`config.mk`:
```
export PLATFORM = sky130hd
export DESIGN_NAME = aes_stream_ctrl
export DESIGN_NICKNAME = d
export VERILOG_FILES = /design/src/rtl/aes_stream_ctrl.sv
export SDC_FILE = /design/constraint.sdc
export NUM_CORES = 1
export LEC_CHECK = 0
export ABC_AREA = 1
export BUFFER_PORTS_ARGS = -buffer_cell sky130_fd_sc_hd__clkbuf_2
export CORE_MARGIN = 2
export CORE_UTILIZATION = 55
export DETAILED_ROUTE_END_ITERATION = 8
export GPL_TIMING_DRIVEN = 0
export PLACE_DENSITY = 0.78
export SYNTH_ARGS = -nofsm -noshare
export SYNTH_HDL_FRONTEND = slang
export SYNTH_SLANG_ARGS = --single-unit
```
`constraint.sdc`:
```
create_clock -name clk -period 46.6 [get_ports clk]
set_input_delay 2.33 -clock clk [delete_from_list [all_inputs] [get_ports clk]]
set_output_delay 2.33 -clock clk [all_outputs]
set_load 0.02 [all_outputs]
```
`src/rtl/aes_stream_ctrl.sv`:
```
// aes_stream_ctrl: beat-serial front end for an iterative AES-128 core.
// Collects key/plaintext beats into 128-bit blocks, launches the core once per
// block, and streams the ciphertext back out. Supports CBC chaining with a
// loadable IV, key reuse across blocks, and a watchdog on a hung core.
module aes_stream_ctrl #(
    parameter int BUS_W   = 8,
    parameter int TIMEOUT = 64
) (
    input  logic             clk,
    input  logic             rst,
    input  logic             in_valid,
    output logic             in_ready,
    input  logic [BUS_W-1:0] in_data,
    input  logic [BUS_W-1:0] in_key,
    input  logic             in_is_iv,
    input  logic             key_hold,
    input  logic             mode_cbc,
    output logic             out_valid,
    input  logic             out_ready,
    output logic [BUS_W-1:0] out_data,
    output logic             err,
    output logic             core_start,
    output logic [127:0]     core_key,
    output logic [127:0]     core_pt,
    input  logic             core_done,
    input  logic [127:0]     core_ct
);
    localparam int BEATS = 128 / BUS_W;
    localparam int CW    = (BEATS > 1) ? $clog2(BEATS) : 1;
    localparam int TW    = $clog2(TIMEOUT + 1);
    localparam logic [CW-1:0] LAST_BEAT    = CW'(BEATS - 1);
    // err is registered, so the abort decision is taken one cycle early; this
    // places the err pulse exactly TIMEOUT cycles after the core_start pulse.
    localparam logic [TW-1:0] TIMER_EXPIRE = TW'(TIMEOUT - 2);

    typedef enum logic [2:0] {S_IDLE, S_LOAD, S_START, S_WAIT, S_DRAIN} state_t;

    state_t         state_q, state_d;
    logic [127:0]   key_q, key_d;
    logic [127:0]   block_q, block_d;
    logic [127:0]   chain_q, chain_d;
    logic [127:0]   out_q, out_d;
    logic [CW-1:0]  cnt_q, cnt_d;
    logic [TW-1:0]  timer_q, timer_d;
    logic           iv_q, iv_d;
    logic           hold_q, hold_d;
    logic           cbc_q, cbc_d;
    logic           in_ready_q, in_ready_d;
    logic           out_valid_q, out_valid_d;
    logic           core_start_q, core_start_d;
    logic           err_q, err_d;

    // Sideband flags as seen by the current beat (live on beat 0, latched after)
    logic           iv_eff, hold_eff;

    // Next-state and datapath logic for the whole controller
    always_comb begin
        state_d      = state_q;
        key_d        = key_q;
        block_d      = block_q;
        chain_d      = chain_q;
        out_d        = out_q;
        cnt_d        = cnt_q;
        timer_d      = timer_q;
        iv_d         = iv_q;
        hold_d       = hold_q;
        cbc_d        = cbc_q;
        in_ready_d   = in_ready_q;
        out_valid_d  = out_valid_q;
        core_start_d = 1'b0;
        err_d        = 1'b0;
        iv_eff       = (cnt_q == '0) ? in_is_iv : iv_q;
        hold_eff     = (cnt_q == '0) ? key_hold : hold_q;

        case (state_q)
            S_IDLE: begin
                state_d    = S_LOAD;
                in_ready_d = 1'b1;
            end
            S_LOAD: begin
                if (in_valid && in_ready_q) begin
                    if (cnt_q == '0) begin
                        iv_d   = in_is_iv;
                        hold_d = key_hold;
                        cbc_d  = mode_cbc;
                    end
                    block_d = {block_q[127-BUS_W:0], in_data};
                    if (!hold_eff) begin
                        key_d = {key_q[127-BUS_W:0], in_key};
                    end
                    if (cnt_q == LAST_BEAT) begin
                        cnt_d = '0;
                        if (iv_eff) begin
                            // IV blocks only seed the chain; stay ready for data
                            chain_d = block_d;
                        end else begin
                            state_d      = S_START;
                            in_ready_d   = 1'b0;
                            core_start_d = 1'b1;
                        end
                    end else begin
                        cnt_d = cnt_q + CW'(1);
                    end
                end
            end
            S_START: begin
                state_d = S_WAIT;
                timer_d = '0;
            end
            S_WAIT: begin
                timer_d = timer_q + TW'(1);
                // A done arriving together with expiry takes priority
                if (core_done) begin
                    out_d       = core_ct;
                    state_d     = S_DRAIN;
                    out_valid_d = 1'b1;
                    if (cbc_q) begin
                        chain_d = core_ct;
                    end
                end else if (timer_q == TIMER_EXPIRE) begin
                    err_d      = 1'b1;
                    block_d    = '0;
                    state_d    = S_LOAD;
                    in_ready_d = 1'b1;
                end
            end
            S_DRAIN: begin
                if (out_valid_q && out_ready) begin
                    out_d = out_q << BUS_W;
                    if (cnt_q == LAST_BEAT) begin
                        cnt_d       = '0;
                        state_d     = S_LOAD;
                        out_valid_d = 1'b0;
                        in_ready_d  = 1'b1;
                    end else begin
                        cnt_d = cnt_q + CW'(1);
                    end
                end
            end
            default: begin
                state_d = S_IDLE;
            end
        endcase
    end

    // State and datapath registers; reset returns everything to zero/IDLE
    always_ff @(posedge clk or posedge rst) begin
        if (rst) begin
            state_q      <= S_IDLE;
            key_q        <= '0;
            block_q      <= '0;
            chain_q      <= '0;
            out_q        <= '0;
            cnt_q        <= '0;
            timer_q      <= '0;
            iv_q         <= 1'b0;
            hold_q       <= 1'b0;
            cbc_q        <= 1'b0;
            in_ready_q   <= 1'b0;
            out_valid_q  <= 1'b0;
            core_start_q <= 1'b0;
            err_q        <= 1'b0;
        end else begin
            state_q      <= state_d;
            key_q        <= key_d;
            block_q      <= block_d;
            chain_q      <= chain_d;
            out_q        <= out_d;
            cnt_q        <= cnt_d;
            timer_q      <= timer_d;
            iv_q         <= iv_d;
            hold_q       <= hold_d;
            cbc_q        <= cbc_d;
            in_ready_q   <= in_ready_d;
            out_valid_q  <= out_valid_d;
            core_start_q <= core_start_d;
            err_q        <= err_d;
        end
    end

    assign in_ready   = in_ready_q;
    assign out_valid  = out_valid_q;
    assign out_data   = out_q[127 -: BUS_W];
    assign err        = err_q;
    assign core_start = core_start_q;
    assign core_key   = key_q;
    // Block and chain are frozen from START through WAIT, so this stays stable
    assign core_pt    = block_q ^ (cbc_q ? chain_q : 128'h0);

endmodule

```
### Yosys cells after proc, flatten, opt, wreduce, memory -nomap -nowiden

Index checks and enable logic that the tools add are counted.

| cells by class | value |
|---|---|
| add/subtract/negate cells | 2 |
| equality and inequality tests | 17 |
| multiplexer cells | 48 |
| bitwise gates (word level) | 2 |
| reduce and logical (&&, ||, !) cells | 19 |

Operators with widths:

| cell | number |
|---|---|
| 128-bit two-way mux | 11 |
| 128-bit one-hot mux with 2 select lines | 3 |
| 128-bit bitwise XOR | 1 |
| 3-bit two-way mux | 7 |
| 2-bit inequality test (second input constant) | 10 |
| 1-bit two-way mux | 19 |
| 3-bit one-hot mux with 5 select lines | 1 |
| 7-bit one-hot mux with 2 select lines | 1 |
| 4-bit two-way mux | 3 |
| 3-bit AND reduction | 4 |
| 6-bit AND reduction | 2 |
| 4-bit one-hot mux with 2 select lines | 1 |
| 4-bit AND reduction | 2 |
| 8-bit AND reduction | 1 |
| 2-bit nonzero test | 4 |
| 7-bit by 1-bit adder with 7-bit output (second input constant) | 1 |
| 7-bit by 6-bit equality test with 1-bit output (second input constant) | 1 |
| 3-bit by 2-bit equality test with 1-bit output (second input constant) | 2 |
| 4-bit by 1-bit adder with 4-bit output (second input constant) | 1 |
| 4-bit equality test (second input constant) | 1 |
| 4-bit zero test | 1 |
| 1-bit one-hot mux with 4 select lines | 1 |
| 4-bit nonzero test | 1 |
| 3-bit by 1-bit equality test with 1-bit output (second input constant) | 1 |
| other kinds (7) | 8 |

| word-level totals | value |
|---|---|
| register bits | 533 |
| output and inout port bits | 268 |

### Depth between registers and ports, before layout

Gate-level depths: netlist (run 1).

| depth | value |
|---|---|
| depth after elaboration | 6 |
| depth in mapped cells | 11 |
| depth with buffers taken out | 10 |

### Worst setup path before layout (run 1)

Ideal clock, no wire load.

| timing | value |
|---|---|
| kind | register to output |
| start point | reg cbc_q |
| end point | out core_pt[0] |
| arrival | 1.382 ns |
| required time | 44.270 ns |
| setup slack | 42.888 ns |
| cell stages (with the launch flop) | 5 |
| cells stage by stage | dfrtp_1 -> clkbuf_1 -> clkbuf_1 -> nand2_1 -> xnor2_1 |

| on the way | value |
|---|---|
| longest elaborated chain between the ends | 2 |

RTL lines:

| what | RTL line | text |
|---|---|---|
| start: declaration | 47 | `logic cbc_q, cbc_d;` |
| start signal: assignment | 158 | `cbc_q <= 1'b0;` |
| start signal: assignment | 173 | `cbc_q <= cbc_d;` |
| 128-bit two-way mux | 188 | `assign core_pt = block_q ^ (cbc_q ? chain_q : 128'h0);` |
| 128-bit bitwise XOR | 188 |  |
| end: declaration | 24 | `output logic [127:0] core_pt,` |

Every way passes these cells.

### Worst setup path in the final report (run 1)

| timing | value |
|---|---|
| start point | reg cbc_q |
| end point | out core_pt[44] |

The elaborated chain is that of the path after synthesis.

==> flow_metrics.env, run 1 <==
export IMPL_grt_pass1_vias=22000
export IMPL_cts_sinks=533
export IMPL_synth_cell_type_count=29
export IMPL_synth_top_cells_by_area="dfrtp_1, nand2_1, xnor2_1, o21ai_1, o211ai_1"
export IMPL_die_h_um=216
export IMPL_wirelength_mm=75.7
export IMPL_rows=77
export IMPL_core_sq_um=44200
export IMPL_rsz0062_at_grt="false"
export IMPL_layout_common_cells="nand2_1, dfrtp_1, clkbuf_2"
export IMPL_grt_usage_pct=32.4
export IMPL_post_cts_buffers=0
export IMPL_max_vdd_ir_drop_uv=26.2
export IMPL_clockRootBuffer="clkbuf_16"
export IMPL_layout_drive_gt1_share_pct=19.2
export IMPL_syn_cell_area_sq_um=24700
export IMPL_arrival_ns=3.12
export IMPL_p_sw_share_pct=21.8
export IMPL_path_clk_slew_ns=0.06
export IMPL_yosysTopAreaCell="dfrtp_1"
export IMPL_cts_tree="done"
export IMPL_synth_nets=3186
export IMPL_fin_crit_sh_pct=11.7
export IMPL_fin_crit_ns=5.45
export IMPL_fin_nets=3666
export IMPL_synthCells=3030
export IMPL_yosysSeqAreaShare_pct=54.0
export IMPL_numCtsBuffers=55
export IMPL_r2r_setup_slack_ns=44.35
export IMPL_worstSetupStartpoint="cbc_q$_DFFE_PP0P_"
export IMPL_fin_hold_ws_ns=0.470
export IMPL_maxCapViolCount=0
export IMPL_max_freq_mhz=184
export IMPL_grt_max_degree=134
export IMPL_h_tree_depth=2
export IMPL_pre_cts_slack_ns=41.91
export IMPL_grt_overflow=0
export IMPL_power_density_nw_per_um2=32.0
export IMPL_cp_start_kind="register"
export IMPL_initial_core_util_pct=55.8
export IMPL_hp_class="register to register"
export IMPL_seqPwrFrac_pct=49.0
export IMPL_status="finished clean"
export IMPL_synth_seq_cells=533
export IMPL_p_switching_uw=206
export IMPL_drcViolationCount=0
export IMPL_setup_violations_final=0
export IMPL_vias=22700
export IMPL_hold_violations=0
export IMPL_slew_viol_final=0
export IMPL_reg2reg_from="cnt_q[1]$_DFFE_PP0P_"
export IMPL_grt_pass1_wl_mm=119
export IMPL_worstPathRequired_ns=44.27
export IMPL_layout_setup_ws_ns=41.15
export IMPL_drt_initial_drc_count=1918
export IMPL_worstSetupEndpoint="core_pt[44]"
export IMPL_grt_antenna_before_repair=7
export IMPL_relSlewSlack_pct=13.9
export IMPL_n_fill_cell=3600
export IMPL_worstSkewPairLatency_ns=0.62
export IMPL_ant_nets=0
export IMPL_p_int_uw=739
export IMPL_die_area_sq_um=46600
export IMPL_pwr_share_comb_pct=2.4
export IMPL_wl_per_cell_um=18.2
export IMPL_place_congestion=0.971
export IMPL_cp_end_kind="output port"
export IMPL_cts_buffer_depth=3
export IMPL_fin_setup_tns_ns=0
export IMPL_criticalPathCategory="register to output port"
export IMPL_r2r_cells=9
export IMPL_drt_first_pass_iters=6
export IMPL_worst_pin_slew_ns=1.29
export IMPL_synth_top_area_share_pct=54.0
export IMPL_ios=420
export IMPL_area_delta_synth_final_pct=19.7
export IMPL_yosysWarningCount=0
export IMPL_avgSynthCellArea_sq_um=8.15
export IMPL_layout_commonest_cell="nand2_1"
export IMPL_hpwl_mm=54.5
export IMPL_dieWidth_um=216
export IMPL_skew_ns=0.0220
export IMPL_pwr_share_clk_pct=48.6
export IMPL_ctsResizeCount=0
export IMPL_r2r_end="chain_q[125]$_DFFE_PP0P_"
export IMPL_cts_hold_buf=0
export IMPL_via_per_inst=5.47
export IMPL_leakage_nw=16.0
export IMPL_critPathMaxFanout=10
export IMPL_portBuffers=419
## per-stage QoR
step / instance area, sq um / instances / utilization [%] / total power [mW]
2_1_floorplan: 24700 / 3030 / - / 0.479
3_3_place_gp: 27500 / 4041 / 62.3 / 0.493
3_5_place_dp: 27700 / 4045 / 62.5 / 0.494
4_1_cts: 29500 / 4146 / 66.8 / 0.948
5_1_grt: 29500 / 4151 / 66.8 / 0.969
6_report: 29600 / 4152 / 66.8 / 0.944
## layout make-up
type / count / area (sq um) / area share, %
Clock buffer: 80 / 1630 / 5.52
Tap cell: 592 / 741 / 2.51
Inverter: 153 / 584 / 1.98
Sequential cell: 533 / 13300 / 45.1
Buffer: 203 / 1030 / 3.48
Antenna cell: 6 / 15.0 / 0.0508
Clock inverter: 21 / 254 / 0.860
Multi-Input combinational cell: 2141 / 9750 / 33.0
Timing Repair Buffer: 423 / 2210 / 7.47
## cells by family after synthesis
kind of cell    synth area share [%]
compound gates                  9.59
xor+xnor                        4.58
fa+ha+maj                      0.203
buf+inv                         6.50
flops                           54.0
simple gates                    25.1
## worst max-delay path, cell delays in order, from the launching register on
cell and delay, ns:
dfrtp_1 0.36, clkbuf_1 0.95, clkbuf_1 0.49, nand2_1 0.17, xnor2_1 0.29, clkbuf_2 0.23
## per-layer routing
layer	track usage (%)	vias up	part of all wire, %
li1	-	10600	-
met1	45.8	10900	42
met2	49.9	1025	46
met3	5.37	193	8.4
met4	13.5	2	4.1
met5	0	-	0.017
## flip-flops by register name (all words and copies together), names as in the netlist, 3 cells and up
register  cells
block_q     128
chain_q     128
state_q       3
cnt_q         4
timer_q       7
out_q       128
core_key    128
## Yosys cell counts (all sizes together)
library cell,number
nor2,39
o21ai,276
xnor2,128
nand2,1408
a31oi,9
dfrtp,533
nand3,142
o31ai,1
xor2,1
buf,156
clkbuf,47
nor3,2
o211ai,104
nand4,1
o22ai,11
a21oi,14
nand3b,1
ha,4
inv,153
## how the worst min path moves through the flow
stage,start,endpoint,slack [ns],cells past startpoint
finish,chain_q[21]$_DFFE_PP0P_,chain_q[21]$_DFFE_PP0P_,0.47,2
global route,chain_q[114]$_DFFE_PP0P_,chain_q[114]$_DFFE_PP0P_,0.49,2
CTS,chain_q[106]$_DFFE_PP0P_,chain_q[106]$_DFFE_PP0P_,0.47,2
detailed placement,chain_q[106]$_DFFE_PP0P_,chain_q[106]$_DFFE_PP0P_,0.46,2
global placement,chain_q[18]$_DFFE_PP0P_,chain_q[18]$_DFFE_PP0P_,0.45,2
floorplan,chain_q[100]$_DFFE_PP0P_,chain_q[100]$_DFFE_PP0P_,0.44,2
## power groups by stage
stage	sequential, mW	clock [mW]	combinational, mW
final	0.463	0.459	0.0223
after global routing	0.462	0.482	0.0246
after floorplan	0.472	0	0.00754
after global placement	0.472	0	0.0207
after detailed placement	0.471	0	0.0222
after CTS	0.463	0.463	0.0224
(Power assumes the default switching activity.)
==> run 2, diff against run 1 <==
--- a/config.mk
+++ b/config.mk
@@ -8,10 +8,10 @@
 export ABC_AREA = 1
 export BUFFER_PORTS_ARGS = -buffer_cell sky130_fd_sc_hd__clkbuf_2
 export CORE_MARGIN = 2
-export CORE_UTILIZATION = 55
+export CORE_UTILIZATION = 51
 export DETAILED_ROUTE_END_ITERATION = 8
 export GPL_TIMING_DRIVEN = 0
-export PLACE_DENSITY = 0.78
+export PLACE_DENSITY = 0.76
 export SYNTH_ARGS = -nofsm -noshare
 export SYNTH_HDL_FRONTEND = slang
 export SYNTH_SLANG_ARGS = --single-unit
==> constraint.sdc (replaced) <==
create_clock -name clk -period 4.55 [get_ports clk]
set_input_delay 0.2275 -clock clk [delete_from_list [all_inputs] [get_ports clk]]
set_output_delay 0.2275 -clock clk [all_outputs]
set_load 0.02 [all_outputs]
==> run 2 against run 1 <==
Compared with the run above:
- clock skew down 0.0031 ns
- non-clock buffer count up 156
- first-iteration DRC count up 15%
- worst hold slack worse by 0.44 ns
- global-route usage down 1.0 points
- utilization down 1.7 points
- flip-flop and latch count unchanged
- combinational power rose to 16 times the previous value
- sequential power rose to 10 times the previous value
- wire length up 4.5%
- critical path depth unchanged
- highest routed layer unchanged
==> flow_metrics.env, run 2 (synthesized netlist as in run 1, its figures left out) <==
export IMPL_slew_viol_final=0
export IMPL_drt_first_pass_iters=6
export IMPL_hpwl_mm=55.4
export IMPL_core_sq_um=47700
export IMPL_fin_nets=3823
export IMPL_fin_crit_sh_pct=73.7
export IMPL_h_tree_depth=2
export IMPL_cp_end_kind="output port"
export IMPL_hp_class="input pin to register"
export IMPL_ctsResizeCount=0
export IMPL_max_freq_mhz=298
export IMPL_cts_sinks=533
export IMPL_maxCapViolCount=0
export IMPL_layout_commonest_cell="nand2_1"
export IMPL_seqPwrFrac_pct=49.5
export IMPL_grt_antenna_before_repair=7
export IMPL_fin_area_sq_um=31100
export IMPL_critPathMaxFanout=10
export IMPL_pwr_share_clk_pct=46.9
export IMPL_drcViolationCount=0
export IMPL_grt_pass1_vias=22800
export IMPL_worstPathRequired_ns=4.32
export IMPL_grt_pass1_wl_mm=124
export IMPL_rsz0062_at_grt="false"
export IMPL_cts_buffer_depth=3
export IMPL_die_area_sq_um=50200
export IMPL_worst_pin_slew_ns=1.35
export IMPL_skew_ns=0.0189
export IMPL_grt_usage_pct=31.3
export IMPL_placed_cell_area_sq_um=27800
export IMPL_cp_start_kind="register"
export IMPL_drt_initial_drc_count=2203
export IMPL_p_int_mw=7.45
export IMPL_fin_crit_ns=3.35
export IMPL_wl_per_cell_um=18.3
export IMPL_leakage_nw=16.6
export IMPL_setup_violations_final=0
export IMPL_hold_violations=0
export IMPL_cts_tree="done"
export IMPL_place_congestion=0.926
export IMPL_wirelength_mm=79.1
export IMPL_numCtsBuffers=56
export IMPL_criticalPathCategory="register to output port"
export IMPL_p_switching_mw=2.13
export IMPL_status="finished clean"
export IMPL_via_per_inst=5.38
export IMPL_vias=23300
export IMPL_dieWidth_um=224
export IMPL_die_h_um=224
export IMPL_layout_drive_gt1_share_pct=18.4
export IMPL_area_delta_synth_final_pct=25.9
export IMPL_arrival_ns=3.13
export IMPL_portBuffers=419
export IMPL_initial_core_util_pct=51.7
export IMPL_fin_hold_ws_ns=0.0321
export IMPL_p_sw_share_pct=22.3
export IMPL_max_vdd_ir_drop_uv=296
export IMPL_clockRootBuffer="clkbuf_16"
export IMPL_grt_overflow=0
export IMPL_grt_max_degree=45
export IMPL_rows=80
export IMPL_path_clk_slew_ns=0.06
export IMPL_power_density_nw_per_um2=308
export IMPL_ios=420
export IMPL_worstSkewPairLatency_ns=0.63
export IMPL_ant_nets=0
export IMPL_layout_common_cells="nand2_1, dfrtp_1, clkbuf_2"
export IMPL_pwr_share_comb_pct=3.7
export IMPL_relSlewSlack_pct=10.0
[run 2: cell count changes in the layout (fill, tap and decap cells not counted), moves of 3 or more]
cell	previous run	this run
dlygate4sd3_1	0	146
buf_12	0	14
clkbuf_1	57	64
diode_2	6	1
buf_16	4	0
clkbuf_8	14	10
bufinv_16	5	2
[run 2: per-stage QoR]
step                      setup TNS [ns]  total power [mW]  util, %  std cells  setup slack, ns
after floorplan                 -1558.26              4.91        -       3030            -2.92
after global placement          -3156.56              5.05     57.7       4064            -5.99
after detailed placement               0              5.07     58.3       4078             1.93
after CTS                              0              9.61     65.1       4325             1.25
after global routing                   0              9.84     65.1       4326             1.12
final                                  0              9.58     65.1       4326             1.20
[run 2: path summary, 6_finish.rpt]
path | slack (ns) | endpoint | start | depth (start not counted)
min in group asynchronous | 0.23 | out_q[61]$_DFFE_PP0P_ | rst | 3
max reg2reg | 2.29 | chain_q[69]$_DFFE_PP0P_ | cnt_q[0]$_DFFE_PP0P_ | 10
max in group asynchronous | 2.66 | chain_q[21]$_DFFE_PP0P_ | rst | 8
max | 1.20 | core_pt[50] | cbc_q$_DFFE_PP0P_ | 5
min | 0.03 | chain_q[113]$_DFFE_PP0P_ | core_ct[113] | 5
min reg2reg | 0.47 | chain_q[56]$_DFFE_PP0P_ | chain_q[56]$_DFFE_PP0P_ | 2
[run 2: power by group through the flow]
stage               logic, mW  registers [mW]  clock network, mW
finish                  0.350            4.74               4.49
global route            0.377            4.74               4.73
CTS                     0.346            4.74               4.52
detailed placement      0.243            4.83                  0
global placement        0.213            4.83                  0
floorplan              0.0778            4.83                  0
[run 2: worst max-delay path: stages, from the launching register on]
cell	delay (ns)
dfrtp_1	0.37
clkbuf_1	1.00
clkbuf_1	0.48
nand2_1	0.14
xnor2_1	0.28
clkbuf_2	0.23
[run 2: repair_timing]
action                    CTS  global route
hold buffers              146             0
hold endpoints to repair  270             0
setup buffers               0             0
[run 2: layer usage]
layer	up-vias	GRT usage, %	wire length (um)
li1	10900	-	-
met1	11100	42.3	32500
met2	998	49.9	37100
met3	258	6.06	6020
met4	8	12.9	3520
met5	-	0	50
[run 2: final cells by class]
| cell class | instances | area [sq um] |
|---|---|---|
| fillers | 3857 | 16700 |
| inverters | 153 | 581 |
| clock inverters | 18 | 176 |
| flip-flops and latches | 533 | 13300 |
| diodes | 1 | 2.50 |
| multi-input cells | 2141 | 9750 |
| repair buffers | 579 | 3840 |
| clock buffers | 83 | 1600 |
| plain buffers | 203 | 1030 |
| well taps | 615 | 769 |
